### src/rtl/sensor_pkg.sv
// Shared constants for the doorway sensor direction decoder: FSM state codes,
// default filter/timeout settings and the timeout counter width helper.
package sensor_pkg;

  localparam logic [2:0] ST_IDLE     = 3'd0;
  localparam logic [2:0] ST_IN_A     = 3'd1;
  localparam logic [2:0] ST_IN_AB    = 3'd2;
  localparam logic [2:0] ST_IN_B     = 3'd3;
  localparam logic [2:0] ST_OUT_B    = 3'd4;
  localparam logic [2:0] ST_OUT_AB   = 3'd5;
  localparam logic [2:0] ST_OUT_A    = 3'd6;
  localparam logic [2:0] ST_WAIT_CLR = 3'd7;

  localparam logic [15:0] DEF_DEBOUNCE_CYCLES = 16'd50000;
  localparam logic [23:0] DEF_TIMEOUT_CYCLES  = 24'd5000000;

  // A zero timeout still needs a 1-bit counter so the port-free logic elaborates.
  function automatic int timeout_cnt_width(input logic [23:0] t);
    if (t == 24'd0) begin
      return 1;
    end else begin
      return $clog2({8'd0, t} + 32'd1);
    end
  endfunction

endpackage

### src/rtl/debounce_filter.sv
// Two-flop synchroniser for one raw beam sensor, followed by a consecutive-cycle
// debounce filter when SENSOR_DEBOUNCE_EN is defined (pass-through otherwise).
module debounce_filter
  import sensor_pkg::*;
#(
  parameter logic [15:0] DEBOUNCE_CYCLES = DEF_DEBOUNCE_CYCLES
) (
  input  logic clk,
  input  logic reset,
  input  logic i_raw,
  output logic o_filt
);

  logic [1:0] r_sync;

  // Metastability guard for the asynchronous sensor input.
  always_ff @(posedge clk or posedge reset) begin
    if (reset) begin
      r_sync <= 2'b00;
    end else begin
      r_sync <= {r_sync[0], i_raw};
    end
  end

`ifdef SENSOR_DEBOUNCE_EN
  logic [15:0] r_cnt;
  logic        r_filt;
  logic        w_expire;

  // Counting from zero, the change is accepted on the DEBOUNCE_CYCLES-th differing sample.
  assign w_expire = ({1'b0, r_cnt} + 17'd1) >= {1'b0, DEBOUNCE_CYCLES};

  // Any agreeing cycle restarts the stability count.
  always_ff @(posedge clk or posedge reset) begin
    if (reset) begin
      r_cnt  <= 16'd0;
      r_filt <= 1'b0;
    end else if (r_sync[1] == r_filt) begin
      r_cnt  <= 16'd0;
    end else if (w_expire) begin
      r_cnt  <= 16'd0;
      r_filt <= r_sync[1];
    end else begin
      r_cnt  <= r_cnt + 16'd1;
    end
  end

  assign o_filt = r_filt;
`else
  logic w_unused_cfg;

  assign w_unused_cfg = ^DEBOUNCE_CYCLES;
  assign o_filt       = r_sync[1];
`endif

endmodule

### src/rtl/sensor_direction_decoder.sv
// Turns outer (A) / inner (B) beam-break sensors into one-cycle entry (x) / exit (y)
// pulses. Optional input debouncing is enabled with the SENSOR_DEBOUNCE_EN macro.
module sensor_direction_decoder
  import sensor_pkg::*;
#(
  parameter logic [15:0] DEBOUNCE_CYCLES = DEF_DEBOUNCE_CYCLES,
  parameter logic [23:0] TIMEOUT_CYCLES  = DEF_TIMEOUT_CYCLES
) (
  input  logic clk,
  input  logic reset,
  input  logic a_in,
  input  logic b_in,
  output logic x,
  output logic y,
  output logic busy,
  output logic err
);

  localparam int            TW     = timeout_cnt_width(TIMEOUT_CYCLES);
  localparam logic [TW-1:0] TO_MAX = TW'(TIMEOUT_CYCLES);

  logic          w_a, w_b;
  logic [1:0]    w_ab;
  logic [2:0]    r_state, w_dec_next, w_next;
  logic [TW-1:0] r_cnt;
  logic          w_dec_x, w_dec_y, w_dec_err, w_timeout;
  logic          r_x, r_y, r_err, r_busy;

  debounce_filter #(.DEBOUNCE_CYCLES(DEBOUNCE_CYCLES)) u_filt_a (
    .clk(clk), .reset(reset), .i_raw(a_in), .o_filt(w_a)
  );
  debounce_filter #(.DEBOUNCE_CYCLES(DEBOUNCE_CYCLES)) u_filt_b (
    .clk(clk), .reset(reset), .i_raw(b_in), .o_filt(w_b)
  );

  assign w_ab = {w_a, w_b};

  // Passage decode on filtered {a,b}; 00 means the doorway is clear.
  always_comb begin
    w_dec_next = r_state;
    w_dec_x    = 1'b0;
    w_dec_y    = 1'b0;
    w_dec_err  = 1'b0;
    case (r_state)
      ST_IDLE: begin
        case (w_ab)
          2'b10:   w_dec_next = ST_IN_A;
          2'b01:   w_dec_next = ST_OUT_B;
          2'b11:   begin w_dec_next = ST_WAIT_CLR; w_dec_err = 1'b1; end
          default: w_dec_next = ST_IDLE;
        endcase
      end
      ST_IN_A: begin
        case (w_ab)
          2'b11:   w_dec_next = ST_IN_AB;
          2'b00:   w_dec_next = ST_IDLE;
          2'b01:   begin w_dec_next = ST_WAIT_CLR; w_dec_err = 1'b1; end
          default: w_dec_next = ST_IN_A;
        endcase
      end
      ST_IN_AB: begin
        case (w_ab)
          2'b01:   w_dec_next = ST_IN_B;
          2'b10:   w_dec_next = ST_IN_A;
          2'b00:   begin w_dec_next = ST_IDLE; w_dec_err = 1'b1; end
          default: w_dec_next = ST_IN_AB;
        endcase
      end
      ST_IN_B: begin
        case (w_ab)
          2'b00:   begin w_dec_next = ST_IDLE; w_dec_x = 1'b1; end
          2'b11:   w_dec_next = ST_IN_AB;
          2'b10:   begin w_dec_next = ST_WAIT_CLR; w_dec_err = 1'b1; end
          default: w_dec_next = ST_IN_B;
        endcase
      end
      ST_OUT_B: begin
        case (w_ab)
          2'b11:   w_dec_next = ST_OUT_AB;
          2'b00:   w_dec_next = ST_IDLE;
          2'b10:   begin w_dec_next = ST_WAIT_CLR; w_dec_err = 1'b1; end
          default: w_dec_next = ST_OUT_B;
        endcase
      end
      ST_OUT_AB: begin
        case (w_ab)
          2'b10:   w_dec_next = ST_OUT_A;
          2'b01:   w_dec_next = ST_OUT_B;
          2'b00:   begin w_dec_next = ST_IDLE; w_dec_err = 1'b1; end
          default: w_dec_next = ST_OUT_AB;
        endcase
      end
      ST_OUT_A: begin
        case (w_ab)
          2'b00:   begin w_dec_next = ST_IDLE; w_dec_y = 1'b1; end
          2'b11:   w_dec_next = ST_OUT_AB;
          2'b01:   begin w_dec_next = ST_WAIT_CLR; w_dec_err = 1'b1; end
          default: w_dec_next = ST_OUT_A;
        endcase
      end
      ST_WAIT_CLR: begin
        case (w_ab)
          2'b00:   w_dec_next = ST_IDLE;
          default: w_dec_next = ST_WAIT_CLR;
        endcase
      end
      default: w_dec_next = ST_IDLE;
    endcase
  end

  // A stalled passage overrides whatever the sensors decode to in the same cycle.
  assign w_timeout = (TIMEOUT_CYCLES != 24'd0) && (r_cnt == TO_MAX) &&
                     (r_state != ST_IDLE) && (r_state != ST_WAIT_CLR);
  assign w_next    = w_timeout ? ST_WAIT_CLR : w_dec_next;

  // State, saturating dwell counter and registered outputs.
  always_ff @(posedge clk or posedge reset) begin
    if (reset) begin
      r_state <= ST_IDLE;
      r_cnt   <= '0;
      r_x     <= 1'b0;
      r_y     <= 1'b0;
      r_err   <= 1'b0;
      r_busy  <= 1'b0;
    end else begin
      r_state <= w_next;
      if ((w_next != r_state) || (r_state == ST_IDLE)) begin
        r_cnt <= '0;
      end else if (r_cnt != TO_MAX) begin
        r_cnt <= r_cnt + {{(TW-1){1'b0}}, 1'b1};
      end else begin
        r_cnt <= r_cnt;
      end
      r_x    <= w_dec_x & ~w_timeout;
      r_y    <= w_dec_y & ~w_timeout;
      r_err  <= w_dec_err | w_timeout;
      r_busy <= (w_next != ST_IDLE);
    end
  end

  assign x    = r_x;
  assign y    = r_y;
  assign err  = r_err;
  assign busy = r_busy;

endmodule

### config.mk
export PLATFORM = sky130hd
export DESIGN_NAME = sensor_direction_decoder
export DESIGN_NICKNAME = d
export VERILOG_FILES = /design/src/rtl/sensor_pkg.sv /design/src/rtl/debounce_filter.sv /design/src/rtl/sensor_direction_decoder.sv
export SDC_FILE = /design/constraint.sdc
export NUM_CORES = 1
export LEC_CHECK = 0
export BUFFER_PORTS_ARGS = -buffer_cell sky130_fd_sc_hd__buf_4
export CORE_MARGIN = 10
export CORE_UTILIZATION = 56
export CTS_CLUSTER_DIAMETER = 100
export DETAILED_ROUTE_END_ITERATION = 7
export GPL_TIMING_DRIVEN = 0
export PLACE_DENSITY = 0.83
export SLEW_MARGIN = 20
export SYNTH_ARGS = -nofsm -noshare
export SYNTH_HDL_FRONTEND = slang
export SYNTH_HIERARCHICAL = 1
export SYNTH_SLANG_ARGS = --single-unit
### constraint.sdc
create_clock -name clk -period 2.6 [get_ports clk]
set_clock_uncertainty 0.2 [all_clocks]
set_input_delay 0.13 -clock clk [delete_from_list [all_inputs] [get_ports clk]]
set_output_delay 0.13 -clock clk [all_outputs]
set_load 0.005 [all_outputs]
* Word level (Yosys, flattened, before mapping) *
Index checks and enable logic that the tools add are counted.

word-level totals
  output and inout port bits = 4
  register bits = 34
  input bits = 4

operators by class
  muxes and demuxes = 19
  equality and inequality tests = 14
  add/subtract/negate cells = 1
  bitwise operators = 4
  reduce and logical (&&, ||, !) cells = 11

operators by type and width
  operator               count
  $pmux 3 s3             6
  $mux 23                2
  $pmux 3 s8             1
  $add 23x1->23 const B  1
  $eq 23x23->1 const B   1
  $ne 23x23->1 const B   1
  $eq 3x3->1 const B     4
  $eq 3x2->1 const B     2
  $mux 1                 6
  $mux 3                 2
  $pmux 2 s3             1
  $reduce_bool 3->1      2
  $reduce_or 2->1        3
  $eq 2x2->1 const B     2
  $pmux 1 s4             1
  $eq 3x1->1 const B     1
  $logic_not 3->1        1
  $ne 3x3->1             1
  $ne 3x3->1 const B     1
  $and 1x1->1            2
  $eq 2x1->1 const B     1
  $logic_and 1x1->1      2
  $logic_not 2->1        1
  $reduce_bool 2->1      1
  3 further kinds        3

* Logic depth before layout (Yosys ltp) *
  depth after elaboration = 7
  mapped depth = 9
  gate-level depth less buffers = 7

* Modules after synthesis *
Netlist, hierarchy kept.

by module, submodules not included
  module                    area each (µm²)  times used  cells each
  sensor_direction_decoder  2304.7           1           243
  debounce_filter           53.8             2           3

* Worst setup path before layout *
OpenSTA, ideal clock, no wires.

  path type = register to register
  from = register r_cnt[0]
  to = register r_cnt[10]
  period minus slack after synthesis = 2.494 ns
  library setup time = 0.095 ns
  slack = 0.106 ns
  stages on the path, launching flop included = 10
  arrival time = 2.199 ns
  path through = dfrtp_1 -> inv_1 -> ha_1 -> or4b_4 -> nor4_4 -> nand2_2 -> and3_1 -> buf_6 -> buf_6 -> nor4_4

between the ends
  longest elaborated chain between the ends = 7
  elaborated cells on any way between the ends = 11
  classes of those cells = add/sub (1); eq/ne (3); mux (3); reduce/logical (4)

ends and longest elaborated chain
  element                                                                RTL line                         text
  from (decl)                                                            sensor_direction_decoder.sv:25   logic [TW-1:0] r_cnt;
  from (signal assigned)                                                 sensor_direction_decoder.sv:130  r_cnt <= r_cnt + {{(TW-1){1'b0}}, 1'b1};
  from (signal assigned)                                                 sensor_direction_decoder.sv:132  r_cnt <= r_cnt;
  parallel branches: the longest is 7 deep, another holds $add 23x1->23  -

Several ways; the timed one is not identified. The select of a mux whose other input is x is not followed.
A chain may end at the register's enable or synchronous reset.

* Worst setup path in the final report *
  from = register r_cnt[1]
  to = register r_cnt[15]

The elaborated chain is that of the path after synthesis.

==> metrics list <==
- The critical path is of the reg2reg type.
* Top delay family on crit path: simple AND/OR/NAND/NOR gates
* CP cell instances: inv_2 -> ha_4 -> or4b_4 -> nor4_4 -> a32oi_2 -> a31oi_4 -> buf_12 -> clkbuf_16 -> nor4_4
- Routability Congestion: slightly above 0.9
- Startpoint type of the worst setup path: register
* Most numerous cell in the Yosys netlist: dfrtp_1
- Largest net degree at the start of global routing: 31
- The internal portion of the total power is about 1.6 mW.
* EDFF count, synth: 0
* Kind of end point of the critical path: register
- The initial utilization of the core area, before any placement, comes to 0.590.
- Setup violations remaining at the end of the flow were counted as 21.
- Net switching fraction of the power: 0.454
* Library cell appearing most often on the critical path: nor4_4
- Post-synth top area share: 0.353
- Yosys warnings: 6
- The analysis attributes to net switching a power of about 1.3 mW.
* Number of cells traversed by the worst register-to-register path: 9
- TritonCTS Buffers: 5
- Across all hold checks on the routed design, the worst slack comes to between 50 and 60 ps.
- Placeable core area: 4090 um2
- Net count, final: approximately 290
* Post-synthesis instance total: between 200 and 250
- HPWL after detailed placement: 3930 um
* Slowest cell on crit path: or4b_4
* Sequential cell fraction of total power: 0.221
- After detailed routing, the number of remaining DRC violations is 0.
- Total routing resource utilization after global routing: 0.157
* Flip-flop and latch count after synthesis: 34
* Count of endpoints failing hold in the final timing report: 0
- Drt initial violations: between 300 and 400
* Kind of path behind the tightest hold check: in2async
* Worst setup slack after layout: -97.0 ps
- Timing would allow up to approximately 0.37 GHz.
- TritonCTS built the clock tree.
* Ys async rst share: 1.00
- The routed design has roughly 6400 um of wire.
- The via count of the first global-routing pass was 2020.
- The max-slew violation total from the final report was 0.
* Leading post-synthesis cells by cell area: dfrtp_1, nor4_2, xnor2_1, ha_1, o21ai_0
- For met3 alone, demand over resource in global routing was 0.0492.
- Share of final-layout standard cells stronger than drive strength 1: 0.281
- In this run the static leakage power is about 1.1 nW.
- Sequential cell area fraction in the yosys report: 0.353
- Of the total power, the clock network draws 0.139.
- Die outline area: approximately 7300 um2
* CP Max Fanout: 7
- Antenna diode count: 0
- Time the final worst path needs with I/O delays and setup: ~2700 ps
- Busiest layer in global routing: met2
* Comb power frac: 0.640
- The first detailed-routing pass took 5 iterations.
* IO Pins: 8
- P&R area growth vs syn: 27.2%
* Clk sink count: 34
- Largest stage delay on the critical path: 470 ps
* Wire length of the first global-routing pass: 9610 um
* Post-synthesis cell area: between 2000 and 2500 um2
- DRT antenna net count: 0
* Post-Synthesis Mean Instance Area: between 9 and 10 um2
- Power density cells: approximately 950 nW/um2
- After clock tree synthesis, the clock-pin slew on the worst setup and hold paths is about 70 ps.
- Global-route track usage on met1: 0.196
- The tool flagged a number of max-cap violations equal to 0.
- The worst-case IR drop observed on VDD is 0.627 mV.
- The clock reaches the later pin of the worst-skew pair after approximately 300 ps.
- Ranked by instance count, the synthesized netlist is headed by dfrtp_1, nor4_2, xnor2_1, inv_1.
* Most used DFF post-synth: dfrtp_1
* Worst relative slew slack: 0.573
- For the worst setup path, the data required time is 2570 ps.
- Grt ovf: 0
* Violated checks: negative setup slack
- Per-cell via count in the routed design: between 6 and 7
- Net count of the mapped netlist: 262
- Util after Layout: 0.751
- At the pin with the least slew margin, the transition time is 639 ps.
* Setup repair after global routing missed its margin: yes
- Die outline width: 85.6 um
- Final routed wire length divided by cell count: 19.4 um
* Largest buffer count on any clock path: 2
- Number of buffer and inverter stages on the critical path: 3
* Final worst path period share: 1.04
* Result of the run: finished, violations left
* Unique cell type count in the Yosys netlist: 61
- The clock tree synthesis step divided the H-tree into 2 levels.
- Row generation in the floorplan step produced 23 rows.
- At the worst endpoint, the arrival time is around 2700 ps.
- The number of antenna violations at the first check in global routing came to 0.
- The critical path runs through a total of 9 cells.
- The synthesized design spends more area on one cell type than any other, namely dfrtp_1.
- The detailed router placed 2210 vias in this run.
* Vert. Die Dim: about 86 um
- # port buffers: 7
- The cell sitting at the root of the clock tree is a clkbuf_8.
* Met2 capacity usage during global routing: 0.240
[what timing repair did]
| action | in CTS | in global routing |
|---|---|---|
| hold buffers | 3 | 0 |
| endpoints found under the hold margin | 36 | 0 |
| endpoints found under the setup margin | 23 | 26 |
| setup buffers | 5 | 6 |
| pin swaps | 3 | 16 |
| cloned | 0 | 4 |
| gates resized for setup | 3 | 43 |
[final cells by class]
cell class              instances  area, um2
fillers                       260       1020
clock buffers                   7       86.3
clock inverters                 1       5.00
flip-flops and latches         34        852
multi-input cells             183       1590
repair buffers                 25        278
well taps                      50       62.6
inverters                      15       56.3
plain buffers                  16        136
[tightest hold or removal path, stage by stage]
cell           delay [ps]
dlygate4sd3_1         530
buf_4                 140
inv_1                  80
[cell families (layout without fill, tap and decap cells)]
logic type | after synthesis | in the layout | share of synthesized area
AOI/OAI and AO/OA | 43 | 43 | 0.127
xor gates and xnor gates | 21 | 21 | 0.0762
adders and majority gates | 9 | 9 | 0.0467
buffers and inverters | 32 | 64 | 0.0633
DFF | 34 | 34 | 0.353
muxes | 2 | 2 | 0.00882
and+or+nand+nor | 108 | 108 | 0.326
[registers in the layout, indices dropped and copies added, names as in the netlist]
register,flops
u_filt_b/r_sync,2
x,1
r_cnt,23
err,1
y,1
r_state,3
busy,1
u_filt_a/r_sync,2
[final timing paths]
kind / start / end / slack [ps]
min: reset / u_filt_b/r_sync[1] / 60
max: r_cnt[1] / r_cnt[15] / -100
min reg2reg: u_filt_b/r_sync[0] / u_filt_b/r_sync[1] / 150
max in group asynchronous: reset / r_state[0] / 1480
min in group clk: u_filt_b/r_sync[0] / u_filt_b/r_sync[1] / 150
max reg2reg: r_cnt[1] / r_cnt[15] / -100
[per-stage QoR]
| step | worst slack [ps] | total power [mW] | TNS [ps] | cells | instance area (um2) |
|---|---|---|---|---|---|
| 3_3_place_gp | -242 | 1.79 | -5160 | 306 | 2530 |
| 6_report | -97.0 | 2.92 | -1740 | 331 | 3070 |
| 3_5_place_dp | -255 | 1.81 | -5300 | 306 | 2530 |
| 5_1_grt | -164 | 3.05 | -3180 | 331 | 3070 |
| 4_1_cts | -19.0 | 2.25 | -132 | 322 | 2700 |
| 2_1_floorplan | 106 | 1.55 | 0 | 249 | 2410 |
[power by group through the flow]
stage | clock network, mW | logic, mW | registers [mW]
3_3_place_gp | 0 | 1.16 | 0.636
2_1_floorplan | 0 | 0.921 | 0.627
3_5_place_dp | 0 | 1.17 | 0.642
5_1_grt | 0.439 | 1.96 | 0.648
6_report | 0.406 | 1.87 | 0.646
4_1_cts | 0.416 | 1.20 | 0.635
[metal layers]
metal  part of all wire  up-vias
met5                  0        -
met4              0.023        0
met3              0.087       22
met2               0.46      133
met1               0.43     1074
li1                   -      981
[cell usage in the layout (no fill, tap or decap), drive strengths merged, types with 2 or more instances in the layout]
cell and n:
nor4 27, or4b 3, buf 25, nand4 3, dlygate4sd3 3, nor4b 3
and4 2, nand3 12, xor2 5, a31o 2, ha 9, xnor2 16
o22ai 3, nor3b 2, a21oi 3, clkbuf 20, o21ai 14, nor3 8
nand2 15, dfrtp 34, o31ai 2, and3 6, inv 15, nor2 14
o211ai 3, nor2b 4
Note: power is estimated with default switching activity, not from simulation.
